## src/rtl/dm_arb_pkg.sv

```systemverilog
// Shared types and constants for the two-requester data-memory arbiter.
// Optional alignment checking is enabled with the DM_ARB_ALIGN_CHK_EN macro.
package dm_arb_pkg;

  typedef enum logic [0:0] {
    IDLE  = 1'b0,
    SERVE = 1'b1
  } state_t;

  localparam logic REQ_R0 = 1'b0;
  localparam logic REQ_R1 = 1'b1;

  localparam int HOLD_W = 4;

endpackage

```

## src/rtl/dm_arbiter_if.sv

```systemverilog
// Requester and data-memory signals of dm_arbiter, bundled as one interface.
// slave: the arbiter's view; master: the requesters plus DM model driving it.
interface dm_arbiter_if #(
  parameter int ADDR_W = 32,
  parameter int DATA_W = 32
);

  logic              r0_req;
  logic              r0_we;
  logic [ADDR_W-1:0] r0_addr;
  logic [DATA_W-1:0] r0_wdata;
  logic [31:0]       r0_pc;
  logic              r0_ack;
  logic [DATA_W-1:0] r0_rdata;
  logic              r0_err;

  logic              r1_req;
  logic              r1_we;
  logic [ADDR_W-1:0] r1_addr;
  logic [DATA_W-1:0] r1_wdata;
  logic [31:0]       r1_pc;
  logic              r1_ack;
  logic [DATA_W-1:0] r1_rdata;
  logic              r1_err;

  logic              MemWrite;
  logic [ADDR_W-1:0] MemAddr;
  logic [DATA_W-1:0] MemData;
  logic [31:0]       pc;
  logic [DATA_W-1:0] ReadData;

  modport slave (
    input  r0_req, r0_we, r0_addr, r0_wdata, r0_pc,
    output r0_ack, r0_rdata, r0_err,
    input  r1_req, r1_we, r1_addr, r1_wdata, r1_pc,
    output r1_ack, r1_rdata, r1_err,
    output MemWrite, MemAddr, MemData, pc,
    input  ReadData
  );

  modport master (
    output r0_req, r0_we, r0_addr, r0_wdata, r0_pc,
    input  r0_ack, r0_rdata, r0_err,
    output r1_req, r1_we, r1_addr, r1_wdata, r1_pc,
    input  r1_ack, r1_rdata, r1_err,
    input  MemWrite, MemAddr, MemData, pc,
    output ReadData
  );

endinterface

```

## src/rtl/dm_arb_pick.sv

```systemverilog
// Combinational winner selection: r0 has priority unless r1 has waited
// through MAX_HOLD consecutive r0 grants.
module dm_arb_pick
  import dm_arb_pkg::*;
#(
  parameter int MAX_HOLD = 4
) (
  input  logic              i_r0_req,
  input  logic              i_r1_req,
  input  logic [HOLD_W-1:0] i_hold_cnt,
  output logic              o_grant_valid,
  output logic              o_grant_id
);

  localparam logic [HOLD_W-1:0] MAX_HOLD_C = HOLD_W'(MAX_HOLD);

  logic w_r1_turn;

  assign w_r1_turn     = i_r1_req & (~i_r0_req | (i_hold_cnt == MAX_HOLD_C));
  assign o_grant_valid = i_r0_req | i_r1_req;
  assign o_grant_id    = w_r1_turn ? REQ_R1 : REQ_R0;

endmodule

```

## src/rtl/dm_arbiter.sv

```systemverilog
// Two-requester arbiter serialising r0 (CPU) and r1 (debug/loader) onto the DM.
// Define DM_ARB_ALIGN_CHK_EN to reject word-unaligned addresses with err.
module dm_arbiter
  import dm_arb_pkg::*;
#(
  parameter int MAX_HOLD = 4,
  parameter int ADDR_W   = 32,
  parameter int DATA_W   = 32
) (
  input logic          clk,
  input logic          reset,
  dm_arbiter_if.slave  bus
);

  localparam logic [HOLD_W-1:0] MAX_HOLD_C = HOLD_W'(MAX_HOLD);

  state_t              r_state;
  logic [HOLD_W-1:0]   r_hold_cnt;
  logic                r_we_q;
  logic [ADDR_W-1:0]   r_addr_q;
  logic [DATA_W-1:0]   r_wdata_q;
  logic [31:0]         r_pc_q;
  logic                r_id_q;
  logic                r_err_q;

  logic                w_grant_valid;
  logic                w_grant_id;
  logic                w_sel_we;
  logic [ADDR_W-1:0]   w_sel_addr;
  logic [DATA_W-1:0]   w_sel_wdata;
  logic [31:0]         w_sel_pc;
  logic                w_sel_err;
  logic                w_serve;
  logic [DATA_W-1:0]   w_rdata;

  dm_arb_pick #(
    .MAX_HOLD (MAX_HOLD)
  ) u_pick (
    .i_r0_req      (bus.r0_req),
    .i_r1_req      (bus.r1_req),
    .i_hold_cnt    (r_hold_cnt),
    .o_grant_valid (w_grant_valid),
    .o_grant_id    (w_grant_id)
  );

  assign w_sel_we    = (w_grant_id == REQ_R1) ? bus.r1_we    : bus.r0_we;
  assign w_sel_addr  = (w_grant_id == REQ_R1) ? bus.r1_addr  : bus.r0_addr;
  assign w_sel_wdata = (w_grant_id == REQ_R1) ? bus.r1_wdata : bus.r0_wdata;
  assign w_sel_pc    = (w_grant_id == REQ_R1) ? bus.r1_pc    : bus.r0_pc;

`ifdef DM_ARB_ALIGN_CHK_EN
  assign w_sel_err = (w_sel_addr[1:0] != 2'b00);
`else
  assign w_sel_err = 1'b0;
`endif

  always_ff @(posedge clk) begin
    if (reset) begin
      r_state    <= IDLE;
      r_hold_cnt <= '0;
      r_we_q     <= 1'b0;
      r_addr_q   <= '0;
      r_wdata_q  <= '0;
      r_pc_q     <= '0;
      r_id_q     <= REQ_R0;
      r_err_q    <= 1'b0;
    end else begin
      case (r_state)
        IDLE: begin
          if (w_grant_valid) begin
            r_state   <= SERVE;
            r_id_q    <= w_grant_id;
            r_we_q    <= w_sel_we;
            r_addr_q  <= w_sel_addr;
            r_wdata_q <= w_sel_wdata;
            r_pc_q    <= w_sel_pc;
            r_err_q   <= w_sel_err;
            // Count r0 wins only while r1 is actually waiting.
            if (w_grant_id == REQ_R0 && bus.r1_req) begin
              if (r_hold_cnt != MAX_HOLD_C) r_hold_cnt <= r_hold_cnt + 1'b1;
            end else begin
              r_hold_cnt <= '0;
            end
          end
        end
        SERVE:   r_state <= IDLE;
        default: r_state <= IDLE;
      endcase
    end
  end

  // Reset during SERVE must suppress both the DM write and the ack.
  assign w_serve = (r_state == SERVE) & ~reset;
  assign w_rdata = (w_serve & ~r_err_q) ? bus.ReadData : '0;

  assign bus.MemWrite = w_serve & r_we_q & ~r_err_q;
  assign bus.MemAddr  = w_serve ? r_addr_q  : '0;
  assign bus.MemData  = w_serve ? r_wdata_q : '0;
  assign bus.pc       = w_serve ? r_pc_q    : '0;

  assign bus.r0_ack   = w_serve & (r_id_q == REQ_R0);
  assign bus.r1_ack   = w_serve & (r_id_q == REQ_R1);
  assign bus.r0_rdata = bus.r0_ack ? w_rdata : '0;
  assign bus.r1_rdata = bus.r1_ack ? w_rdata : '0;

`ifdef DM_ARB_ALIGN_CHK_EN
  assign bus.r0_err = bus.r0_ack & r_err_q;
  assign bus.r1_err = bus.r1_ack & r_err_q;
`else
  assign bus.r0_err = 1'b0;
  assign bus.r1_err = 1'b0;
`endif

endmodule

```

## src/flat_wrapper.sv

```systemverilog
// flat-port wrapper written by rule: the top's interface ports become plain ports
module dm_arbiter_flat import dm_arb_pkg::*;
#(
  parameter int MAX_HOLD = 4,
  parameter int ADDR_W   = 32,
  parameter int DATA_W   = 32
)
  (clk, reset, bus_r0_req, bus_r0_we, bus_r0_addr, bus_r0_wdata, bus_r0_pc, bus_r0_ack, bus_r0_rdata, bus_r0_err, bus_r1_req, bus_r1_we, bus_r1_addr, bus_r1_wdata, bus_r1_pc, bus_r1_ack, bus_r1_rdata, bus_r1_err, bus_MemWrite, bus_MemAddr, bus_MemData, bus_pc, bus_ReadData);
  dm_arbiter_if #(.ADDR_W(ADDR_W), .DATA_W(DATA_W)) bus_i ();
  input logic clk;
  input logic reset;
  input wire logic [$bits(bus_i.r0_req)-1:0] bus_r0_req;
  input wire logic [$bits(bus_i.r0_we)-1:0] bus_r0_we;
  input wire logic [$bits(bus_i.r0_addr)-1:0] bus_r0_addr;
  input wire logic [$bits(bus_i.r0_wdata)-1:0] bus_r0_wdata;
  input wire logic [$bits(bus_i.r0_pc)-1:0] bus_r0_pc;
  output wire logic [$bits(bus_i.r0_ack)-1:0] bus_r0_ack;
  output wire logic [$bits(bus_i.r0_rdata)-1:0] bus_r0_rdata;
  output wire logic [$bits(bus_i.r0_err)-1:0] bus_r0_err;
  input wire logic [$bits(bus_i.r1_req)-1:0] bus_r1_req;
  input wire logic [$bits(bus_i.r1_we)-1:0] bus_r1_we;
  input wire logic [$bits(bus_i.r1_addr)-1:0] bus_r1_addr;
  input wire logic [$bits(bus_i.r1_wdata)-1:0] bus_r1_wdata;
  input wire logic [$bits(bus_i.r1_pc)-1:0] bus_r1_pc;
  output wire logic [$bits(bus_i.r1_ack)-1:0] bus_r1_ack;
  output wire logic [$bits(bus_i.r1_rdata)-1:0] bus_r1_rdata;
  output wire logic [$bits(bus_i.r1_err)-1:0] bus_r1_err;
  output wire logic [$bits(bus_i.MemWrite)-1:0] bus_MemWrite;
  output wire logic [$bits(bus_i.MemAddr)-1:0] bus_MemAddr;
  output wire logic [$bits(bus_i.MemData)-1:0] bus_MemData;
  output wire logic [$bits(bus_i.pc)-1:0] bus_pc;
  input wire logic [$bits(bus_i.ReadData)-1:0] bus_ReadData;
  assign bus_i.r0_req = bus_r0_req;
  assign bus_i.r0_we = bus_r0_we;
  assign bus_i.r0_addr = bus_r0_addr;
  assign bus_i.r0_wdata = bus_r0_wdata;
  assign bus_i.r0_pc = bus_r0_pc;
  assign bus_r0_ack = bus_i.r0_ack;
  assign bus_r0_rdata = bus_i.r0_rdata;
  assign bus_r0_err = bus_i.r0_err;
  assign bus_i.r1_req = bus_r1_req;
  assign bus_i.r1_we = bus_r1_we;
  assign bus_i.r1_addr = bus_r1_addr;
  assign bus_i.r1_wdata = bus_r1_wdata;
  assign bus_i.r1_pc = bus_r1_pc;
  assign bus_r1_ack = bus_i.r1_ack;
  assign bus_r1_rdata = bus_i.r1_rdata;
  assign bus_r1_err = bus_i.r1_err;
  assign bus_MemWrite = bus_i.MemWrite;
  assign bus_MemAddr = bus_i.MemAddr;
  assign bus_MemData = bus_i.MemData;
  assign bus_pc = bus_i.pc;
  assign bus_i.ReadData = bus_ReadData;
  dm_arbiter #(.MAX_HOLD(MAX_HOLD), .ADDR_W(ADDR_W), .DATA_W(DATA_W)) u_core (.clk(clk), .reset(reset), .bus(bus_i));
endmodule
```

## config.mk

```make
export PLATFORM = sky130hd
export DESIGN_NAME = dm_arbiter_flat
export DESIGN_NICKNAME = d
export VERILOG_FILES = /design/src/rtl/dm_arb_pkg.sv /design/src/rtl/dm_arbiter_if.sv /design/src/rtl/dm_arb_pick.sv /design/src/rtl/dm_arbiter.sv /design/src/flat_wrapper.sv
export SDC_FILE = /design/constraint.sdc
export NUM_CORES = 1
export LEC_CHECK = 0
export ABC_CLOCK_PERIOD_IN_PS = 4860
export CAP_MARGIN = 5
export CORE_AREA = 2 2 155 157
export CTS_BUF_LIST = sky130_fd_sc_hd__clkbuf_8
export DETAILED_ROUTE_END_ITERATION = 6
export DIE_AREA = 0 0 157 159
export GPL_ROUTABILITY_DRIVEN = 0
export PLACE_DENSITY_LB_ADDON = 0.2
export RECOVER_POWER = 100
export SLEW_MARGIN = 0
export SYNTH_ARGS = -nofsm -noshare
export SYNTH_HDL_FRONTEND = slang
export SYNTH_SLANG_ARGS = --single-unit
export TNS_END_PERCENT = 20
```

## constraint.sdc

```tcl
create_clock -name clk -period 4.86 [get_ports clk]
set_input_delay 1.458 -clock clk [delete_from_list [all_inputs] [get_ports clk]]
set_output_delay 1.458 -clock clk [all_outputs]
set_load 0.01 [all_outputs]
```

==> summary.log <==
[status] violated checks capacitance limit, slew limit
[routing] count of antenna-violating nets left after detailed routing 0
[floorplanning] die area 25,000 sq um
[yosys] number of distinct library cells after synthesis 30
[cells_and_area] total number of nets in the final design 1,332
[min_path] number of cells traversed by the worst hold path 2
[routing] Routed Wire Length 26,300 microns
[sta] setup repair after global routing missed its margin no
[critical_path] R2R Path End u_core.r_pc_q[1]
[global_route] wire length of the first global-routing pass 39,500 microns
[clocking] quantity of hold-fixing buffers added after cts 0
[floorplanning] Floorplan Core Area 23,200 sq um
[sta] minimum clock period 4.55 ns
[sta] count of endpoints failing hold in the final timing report 0
[floorplanning] effective utilization at floorplan 27.7%
[sta] period utilization 93.7%
[critical_path] Worst R2R Path Depth 4
[floorplanning] num ports 395
[critical_path] critical path launch point type input pin
[status] outcome finished with violations
[clocking] CTS tree built
[sta] post-route setup TNS 0 ns
[critical_path] maximum net fanout on the critical path 33
[floorplanning] Rows 56
[clocking] clk_lat worst skew 0.39 ns
[sta] highest clock rate 220 MHz
[yosys] number of synthesis warnings 0
[cells_and_area] fraction of layout cells with a size suffix above 1 5.16%
[cells_and_area] final design area excluding fillers 10,700 sq um
[sta] number of slew-limit violations in the final report 137
[min_path] Hold Crit Class reg -> reg
[yosys] proportion of register bits with asynchronous set or reset after synthesis 0%
[critical_path] sum of buffers and inverters on the critical path 3
[job] MaxCap Viol Count 2
[clocking] clock tree root driver cell sky130_fd_sc_hd__clkbuf_8
[clocking] CTS Buffer Depth 2
[clocking] TritonCTS Buffers 9
[routing] average routed wire per standard cell 18.4 microns
[yosys] Most used DFF post-synth sky130_fd_sc_hd__dfxtp_1
[critical_path] cells along the critical path buf_2 > nor2b_4 > nor2b_1 > clkbuf_2 > and2_1 > dlygate4sd3_1
[critical_path] endpoint required time on the critical path 3.40 ns
[power] Max rail drop VDD 0.113 mV
[place] instance area at placement 10,500 sq um
[clocking] Clock H-tree levels 3
[sta] Least-Margin Pin Slew 2.02 ns
[yosys] cell type contributing the most total cell area after synthesis sky130_fd_sc_hd__dfxtp_1
[cells_and_area] Area Overhead vs Synth 66.2%
[global_route] via count of the first global-routing pass 6,897
[yosys] per-instance average area after synthesis 8.20 sq um
[min_path] HP Start u_core.r_hold_cnt[3]
[global_route] global-route congestion overflow total 0
[yosys] gate count of the mapped netlist 782
[yosys] EDFF count, synth 0
[critical_path] type of the worst setup path in -> out
[yosys] area share of the largest cell type after synthesis 32.1%
[min_path] capture endpoint of the worst hold path u_core.r_hold_cnt[3]
[routing] Pre-Repair DR Iteration Count 6
[critical_path] register-to-register setup slack 2.01 ns
[routing] overall via count from detail_route 6,972
[critical_path] delay-heaviest family, CP buffers and inverters
[critical_path] worst endpoint data arrival time 3.10 ns
[clocking] Post-CTS Repair Setup Buffers 0
[place] port bufs 392
[global_route] largest net degree at the start of global routing 131
[floorplanning] die outline height 159 microns
[yosys] top cells by area in the synthesized netlist sky130_fd_sc_hd__dfxtp_1 32%, sky130_fd_sc_hd__a211oi_1 19%, sky130_fd_sc_hd__and2_1 13%, sky130_fd_sc_hd__o21bai_1 11%, sky130_fd_sc_hd__a211oi_2 5.9%
[routing] DRC marker count from the first detailed-route iteration 265
[power] power density over the cells 203 nW/um^2
[place] half-perimeter wire length after detailed placement 17,800 microns
[routing] DRC violation count after routing 0
[global_route] initial antenna violation count 3
[clocking] clock tree sinks 103
[yosys] synthesis-stage register bit count 103
[floorplanning] overall die width 157 microns
[sta] final setup fails 0
[critical_path] source of the worst register-to-register timing path u_core.r_state
[critical_path] CP Capture Type output pin
[power] leak pwr 4.28 nW
[cells_and_area] most common cell after layout, fill and taps aside sky130_fd_sc_hd__clkdlybuf4s50_1
[yosys] netlist area before placement 6410 sq um
[sta] headroom to the max-slew limit -34.8%
[routing] post-DR vias/cell 4.89
[critical_path] delay of the slowest cell on the worst path 0.61 ns
[clocking] Post-CTS Resized 0
[cells_and_area] highest-count cells in the layout ignoring fill and taps 273 x sky130_fd_sc_hd__clkdlybuf4s50_1, 170 x sky130_fd_sc_hd__a211oi_1, 118 x sky130_fd_sc_hd__dlygate4sd3_1
[global_route] global-route usage over all layers 20.4%
[sta] clock skew 0.0211 ns
[yosys] part of the Yosys area used for sequential elements 32.1%
[clocking] Clock transition at path regs 0.09 ns
[critical_path] critical-path cell with the highest stage delay sky130_fd_sc_hd__dlygate4sd3_1
-- report_power, final --
| part | switching (mW) | internal [mW] | leakage, nW |
|---|---|---|---|
| clock network | 0.325 | 0.251 | 0.102 |
| logic | 0.277 | 0.334 | 3.32 |
| registers | 0.0448 | 0.928 | 0.857 |
-- tightest hold or removal path, delay by kind of cell (launching register included) --
kind / cells / cell delay, ns
AO/OA/AOI/OAI: 2 / 0.14
flip-flops: 1 / 0.34
-- stage by stage --
step / power (mW) / utilization [%] / std cells / setup WS [ns] / hold slack, ns
after floorplan: 1.28 / - / 783 / 0.985 / 0.470
after global placement: 1.62 / 45.3 / 1408 / 0.455 / 0.488
after detailed placement: 1.62 / 45.3 / 1408 / 0.457 / 0.504
after CTS: 2.21 / 46.2 / 1424 / 0.458 / 0.518
after global routing: 2.28 / 46.0 / 1426 / 0.198 / 0.546
final: 2.16 / 46.0 / 1426 / 0.306 / 0.519
-- flip-flops by register name, summed over array words and instances (netlist names) --
register and flops:
u_core.r_addr_q 32, u_core.r_hold_cnt 4, u_core.r_id_q 1, u_core.r_pc_q 32
u_core.r_state 1, u_core.r_wdata_q 32, u_core.r_we_q 1
-- layout make-up --
cell class	count	area [sq um]
fillers	2338	12500
repair buffers	405	4080
multi-input cells	578	3910
flip-flops and latches	103	2060
well taps	319	399
clock buffers	10	138
clock inverters	6	61.3
inverters	3	11.3
diodes	2	5.00
-- cell usage after synthesis, types with 3 or more instances --
master	n
sky130_fd_sc_hd__clkbuf_1	61
sky130_fd_sc_hd__dfxtp_1	103
sky130_fd_sc_hd__nor2_1	98
sky130_fd_sc_hd__and3_1	32
sky130_fd_sc_hd__a211oi_1	166
sky130_fd_sc_hd__buf_1	9
sky130_fd_sc_hd__and2_1	131
sky130_fd_sc_hd__o21bai_1	98
sky130_fd_sc_hd__a211oi_2	30
sky130_fd_sc_hd__buf_6	5
sky130_fd_sc_hd__inv_1	3
sky130_fd_sc_hd__buf_2	22
-- per-layer routing --
layer	global-route usage, %	up-vias	routed length (microns)
met5	0	-	13
met4	8.05	2	692
met3	4.46	36	1610
met2	37.9	237	13700
met1	22.1	3234	10300
li1	-	3463	-
-- logic make-up (layout without fill, tap and decap cells) --
family | count (synthesis) | count (layout) | synth area share (%)
buf+inv | 102 | 424 | 7.10
xor+xnor | 1 | 1 | 0.137
flops | 103 | 103 | 32.1
other cells | 1 | 4 | 0.0585
mux | 1 | 1 | 0.156
simple gates | 272 | 272 | 22.7
fa+ha+maj | 2 | 2 | 0.390
compound gates | 300 | 300 | 37.4
-- worst max path at each step --
stage,start,end,slack [ns],cells after the start
after floorplan,reset,bus_r0_rdata[22],0.98,4
after CTS,reset,bus_pc[27],0.46,5
after global placement,reset,bus_pc[31],0.45,5
after detailed placement,reset,bus_pc[27],0.46,5
final,reset,bus_r0_rdata[3],0.31,6
after global routing,reset,bus_r0_rdata[12],0.20,6
Note: power is estimated with default switching activity, not from simulation.
